`src/rtl/truth_table_seq.sv`:
```
// Truth-table sweeper: drives {a,b} through all four vectors, holds each for HOLD_CYCLES,
// samples y_in on the last hold cycle and accumulates sticky mismatch flags. Macro TTSEQ_GRAY_ORDER_EN selects Gray order.
module truth_table_seq #(
  parameter int                   HOLD_CYCLES = 10,
  parameter int                   NUM_OUT     = 4,
  parameter logic [4*NUM_OUT-1:0] EXP_VEC     = 16'h3EE8
) (
  input  logic               clk,
  input  logic               rst_n,
  input  logic               start,
  input  logic [NUM_OUT-1:0] y_in,
  output logic               a,
  output logic               b,
  output logic [1:0]         vec_idx,
  output logic               busy,
  output logic               done,
  output logic [NUM_OUT-1:0] mismatch,
  output logic               pass
);

  typedef enum logic [1:0] {S_IDLE, S_DRIVE, S_FINISH} state_t;

  localparam logic [7:0] LAST_CNT = 8'(HOLD_CYCLES - 1);

  state_t             state_q, state_d;
  logic [7:0]         cnt_q, cnt_d;
  logic [1:0]         step_q, step_d;
  logic [1:0]         vec_q, vec_d;
  logic [NUM_OUT-1:0] mism_q, mism_d;
  logic               pass_q, pass_d;

  // Application order is a function of the step count; lookup always uses the applied {a,b}.
  function automatic logic [1:0] step_to_vec(input logic [1:0] s);
`ifdef TTSEQ_GRAY_ORDER_EN
    return {s[1], s[1] ^ s[0]};
`else
    return s;
`endif
  endfunction

  function automatic logic [NUM_OUT-1:0] exp_of(input logic [1:0] idx);
    return EXP_VEC[int'(idx)*NUM_OUT +: NUM_OUT];
  endfunction

  always_ff @(posedge clk or negedge rst_n) begin
    if (!rst_n) begin
      state_q <= S_IDLE;
      cnt_q   <= '0;
      step_q  <= '0;
      vec_q   <= '0;
      mism_q  <= '0;
      pass_q  <= 1'b0;
    end else begin
      state_q <= state_d;
      cnt_q   <= cnt_d;
      step_q  <= step_d;
      vec_q   <= vec_d;
      mism_q  <= mism_d;
      pass_q  <= pass_d;
    end
  end

  always_comb begin
    state_d = state_q;
    cnt_d   = cnt_q;
    step_d  = step_q;
    vec_d   = vec_q;
    mism_d  = mism_q;
    pass_d  = pass_q;
    unique case (state_q)
      S_IDLE: begin
        if (start) begin
          state_d = S_DRIVE;
          cnt_d   = '0;
          step_d  = '0;
          vec_d   = step_to_vec(2'd0);
          mism_d  = '0;
          pass_d  = 1'b0;
        end
      end
      S_DRIVE: begin
        if (cnt_q == LAST_CNT) begin
          mism_d = mism_q | (y_in ^ exp_of(vec_q));
          if (step_q == 2'd3) begin
            // pass reflects the final sample as well, so it is valid alongside done.
            state_d = S_FINISH;
            pass_d  = ~|mism_d;
          end else begin
            step_d = step_q + 2'd1;
            vec_d  = step_to_vec(step_d);
            cnt_d  = '0;
          end
        end else begin
          cnt_d = cnt_q + 8'd1;
        end
      end
      S_FINISH: state_d = S_IDLE;
      default:  state_d = S_IDLE;
    endcase
  end

  always_comb begin
    busy     = (state_q == S_DRIVE);
    done     = (state_q == S_FINISH);
    a        = vec_q[1];
    b        = vec_q[0];
    vec_idx  = vec_q;
    mismatch = mism_q;
    pass     = pass_q;
  end

endmodule

```
`config.mk`:
```
export PLATFORM = sky130hd
export DESIGN_NAME = truth_table_seq
export DESIGN_NICKNAME = d
export VERILOG_FILES = /design/src/rtl/truth_table_seq.sv
export SDC_FILE = /design/constraint.sdc
export NUM_CORES = 1
export LEC_CHECK = 0
export ABC_AREA = 1
export CORE_MARGIN = 2
export CORE_UTILIZATION = 40
export DETAILED_ROUTE_END_ITERATION = 6
export PLACE_DENSITY = 0.73
export SLEW_MARGIN = 40
export SYNTH_ARGS = -nofsm -noshare
export SYNTH_HDL_FRONTEND = slang
export SYNTH_SLANG_ARGS = --single-unit
```
`constraint.sdc`:
```
create_clock -name clk -period 1.55 [get_ports clk]
set_input_delay 0.155 -clock clk [delete_from_list [all_inputs] [get_ports clk]]
set_output_delay 0.155 -clock clk [all_outputs]
set_load 0.01 [all_outputs]
```
==> impl_metrics.json <==
{
  "path_buf_inv": 1,
  "fillCellCount": 246,
  "clock_latency_ns": 0.30,
  "start_kind": "register",
  "place_congestion": 0.8737,
  "critical-path-top-delay-family": "compound AO/OA/AOI/OAI gates",
  "synth_cell_type_count": 21,
  "drv_slew": 0,
  "avgViaCountPerCell": 4.863,
  "drtAntennaViolNets": 0,
  "grt_pass1_vias": 945,
  "final_cell_mix": "39 x nand2_1, 26 x inv_1, 15 x dfrtp_1, 15 x clkdlybuf4s50_1, 14 x nor2_1",
  "drc": 0,
  "grt_usage_pct": 17.01,
  "antenna-diode-count": 0,
  "clk_root_buffer_cell": "clkbuf_4",
  "antenna_found_initial": 0,
  "syn_inst": 143,
  "die_w_um": 55.17,
  "clkPwrFrac_pct": 11.7,
  "clockBufferDepth": 2,
  "ir_drop_mv": 1.024,
  "max_slew_margin_pct": 79.24,
  "cap_violations": 0,
  "grt_max_degree": 18,
  "max_stage_delay_ns": 0.42,
  "hold_path.class": "in -> async",
  "first_pass_iters": 4,
  "worst_pin_slew_ns": 0.3103,
  "cts.htree.levels": 1,
  "hold_buffers": 0,
  "grt_pass1_wl_mm": 3.663,
  "port_buffers": 17,
  "crit_fanout": 8,
  "power_leakage_nw": 0.7279,
  "avgSynthCellArea_um2": 7.323,
  "fp.dieArea_um2": 3043,
  "p_sw_share_pct": 41.59,
  "p_per_area_nw_per_um2": 1503,
  "fin_ws_ns": 0.08219,
  "gr-total-overflow": 0,
  "setup_viol": 0,
  "cts_tree": "done",
  "drt_iter0_drc": 7,
  "cp.required_ns": 1.76,
  "fin_skew_ns": 0.01106,
  "final_common_cell": "nand2_1",
  "power_frac_comb_pct": 51.8,
  "finalWirelength_mm": 2.250,
  "outcome": "finished, final reports clean",
  "cts_sinks": 17,
  "dp_hpwl_mm": 1.757,
  "yosysSeqAreaShare_pct": 40.62,
  "cts_buffers": 3,
  "fp.coreArea_um2": 2477,
  "nets": 180,
  "power_switching_mw": 0.8406,
  "io_pins": 18,
  "rows": 18,
  "crit_path_top_delay_cell": "dfrtp_1",
  "cts.clk_slew.worst_paths_ns": 0.10,
  "rsz0062_at_grt": "true",
  "num_vias": 958,
  "period_share_pct": 94.70,
  "synth_nets": 155,
  "r2r_start": "cnt_q[1]$_DFFE_PN0P_",
  "synth_seq_cells": 17,
  "yosysWarnings": 0,
  "p_int_mw": 1.181,
  "crit_start": "cnt_q[1]$_DFFE_PN0P_",
  "maxClockFrequency_mhz": 681.3,
  "critPathCaptureType": "register",
  "drive_above_1_share_pct": 13.17,
  "path_class": "reg -> reg",
  "seq_power_share_pct": 36.5,
  "final_hold_viol_count": 0,
  "die_h_um": 55.17,
  "synthToLayoutAreaGrowth_pct": 28.43,
  "wl_per_cell_um": 11.42,
  "initial_utilization_pct": 42.27,
  "fin_crit_ns": 1.468,
  "path_cells": "inv_2, ha_2, nand3_2, o21ai_4, nand2_4, o21ai_0",
  "crit_arrival_ns": 1.67,
  "fin_worst_hold_slack_ns": 0.1757,
  "pre_cts_slack_ns": 0.02246,
  "synthesis.area_um2": 1047
}
==> routing by layer <==
metal	vias up	routed length, um	global-route usage (%)
met5	-	0	0
li1	490	-	-
met4	0	34	6.098
met1	439	986	18.18
met2	24	1134	33.33
met3	5	94	2.419
==> power by group through the flow <==
stage / clock network, mW / logic [mW] / registers, mW
final: 0.237 / 1.05 / 0.738
after global routing: 0.273 / 1.19 / 0.757
after CTS: 0.255 / 0.975 / 0.727
after detailed placement: 0 / 0.973 / 0.737
after global placement: 0 / 0.937 / 0.724
after floorplan: 0 / 0.607 / 0.742
==> worst reg2reg max path: stages, from the launching register on <==
cell     delay [ns]
dfrtp_1        0.42
inv_2          0.07
ha_2           0.17
nand3_2        0.11
o21ai_4        0.30
nand2_4        0.13
o21ai_0        0.18
==> final cells by class <==
class	count	area, um2	share of cell area [%]
repair buffers	23	220.2	16.37
flip-flops and latches	17	427.9	31.81
clock inverters	1	5.005	0.3721
well taps	30	37.54	2.791
multi-input cells	96	530.5	39.44
clock buffers	3	22.52	1.674
inverters	27	101.3	7.535
==> state kept, by name, indices dropped and copies added (netlist names) <==
name      count
pass          1
vec_idx       2
cnt_q         8
mismatch      4
state_q       2
==> synthesized netlist by cell type, drive strengths merged <==
master,n,area [um2]
nand2,41,168.9
inv,27,101.4
dfrtp,17,425.4
nor2,16,67.56
nand3,14,75.07
o21ai,12,71.32
ha,5,62.56
buf,3,20.01
nand4,2,12.51
a21oi,1,5.000
nand3b,1,7.510
o211ai,1,7.510
o21a,1,7.510
o22ai,1,6.260
xor2,1,8.760
==> kinds of logic after synthesis <==
| group | synth area share (%) |
|---|---|
| AO/OA/AOI/OAI | 9.320 |
| buffers and inverters | 11.59 |
| adder cells (fa/ha/maj) | 5.974 |
| AND/OR/NAND/NOR | 31.66 |
| flip-flops | 40.62 |
| XOR/XNOR | 0.8365 |
==> what timing repair did <==
| action | 4_1_cts | 5_1_grt |
|---|---|---|
| gates cloned | 0 | 0 |
| pin swaps | 0 | 4 |
| setup endpoints to repair | 2 | 16 |
| buffers inserted | 1 | 2 |
| resized for setup | 1 | 10 |
==> through the flow <==
step | instances | power (mW) | setup TNS (ns) | utilization, % | area (um2)
3_5_place_dp | 190 | 1.709 | 0 | 50.76 | 1257
2_1_floorplan | 143 | 1.349 | 0 | - | 1047
3_3_place_gp | 190 | 1.661 | 0 | 50.76 | 1257
4_1_cts | 195 | 1.958 | 0 | 52.12 | 1291
6_report | 197 | 2.021 | 0 | 54.29 | 1345
5_1_grt | 197 | 2.222 | -0.02892 | 54.29 | 1345
==> worst paths after layout <==
check / end / slack (ns) / depth (start not counted)
max: cnt_q[4]$_DFFE_PN0P_ / 0.08 / 6
min: mismatch[0]$_DFFE_PN0P_ / 0.18 / 2
max reg2reg: cnt_q[4]$_DFFE_PN0P_ / 0.08 / 6
min reg2reg: pass$_DFFE_PN0P_ / 0.51 / 2
max in group asynchronous: vec_idx[1]$_DFFE_PN0P_ / 1.16 / 2
min in group clk: pass$_DFFE_PN0P_ / 0.51 / 2
Note: power is estimated with default switching activity, not from simulation.
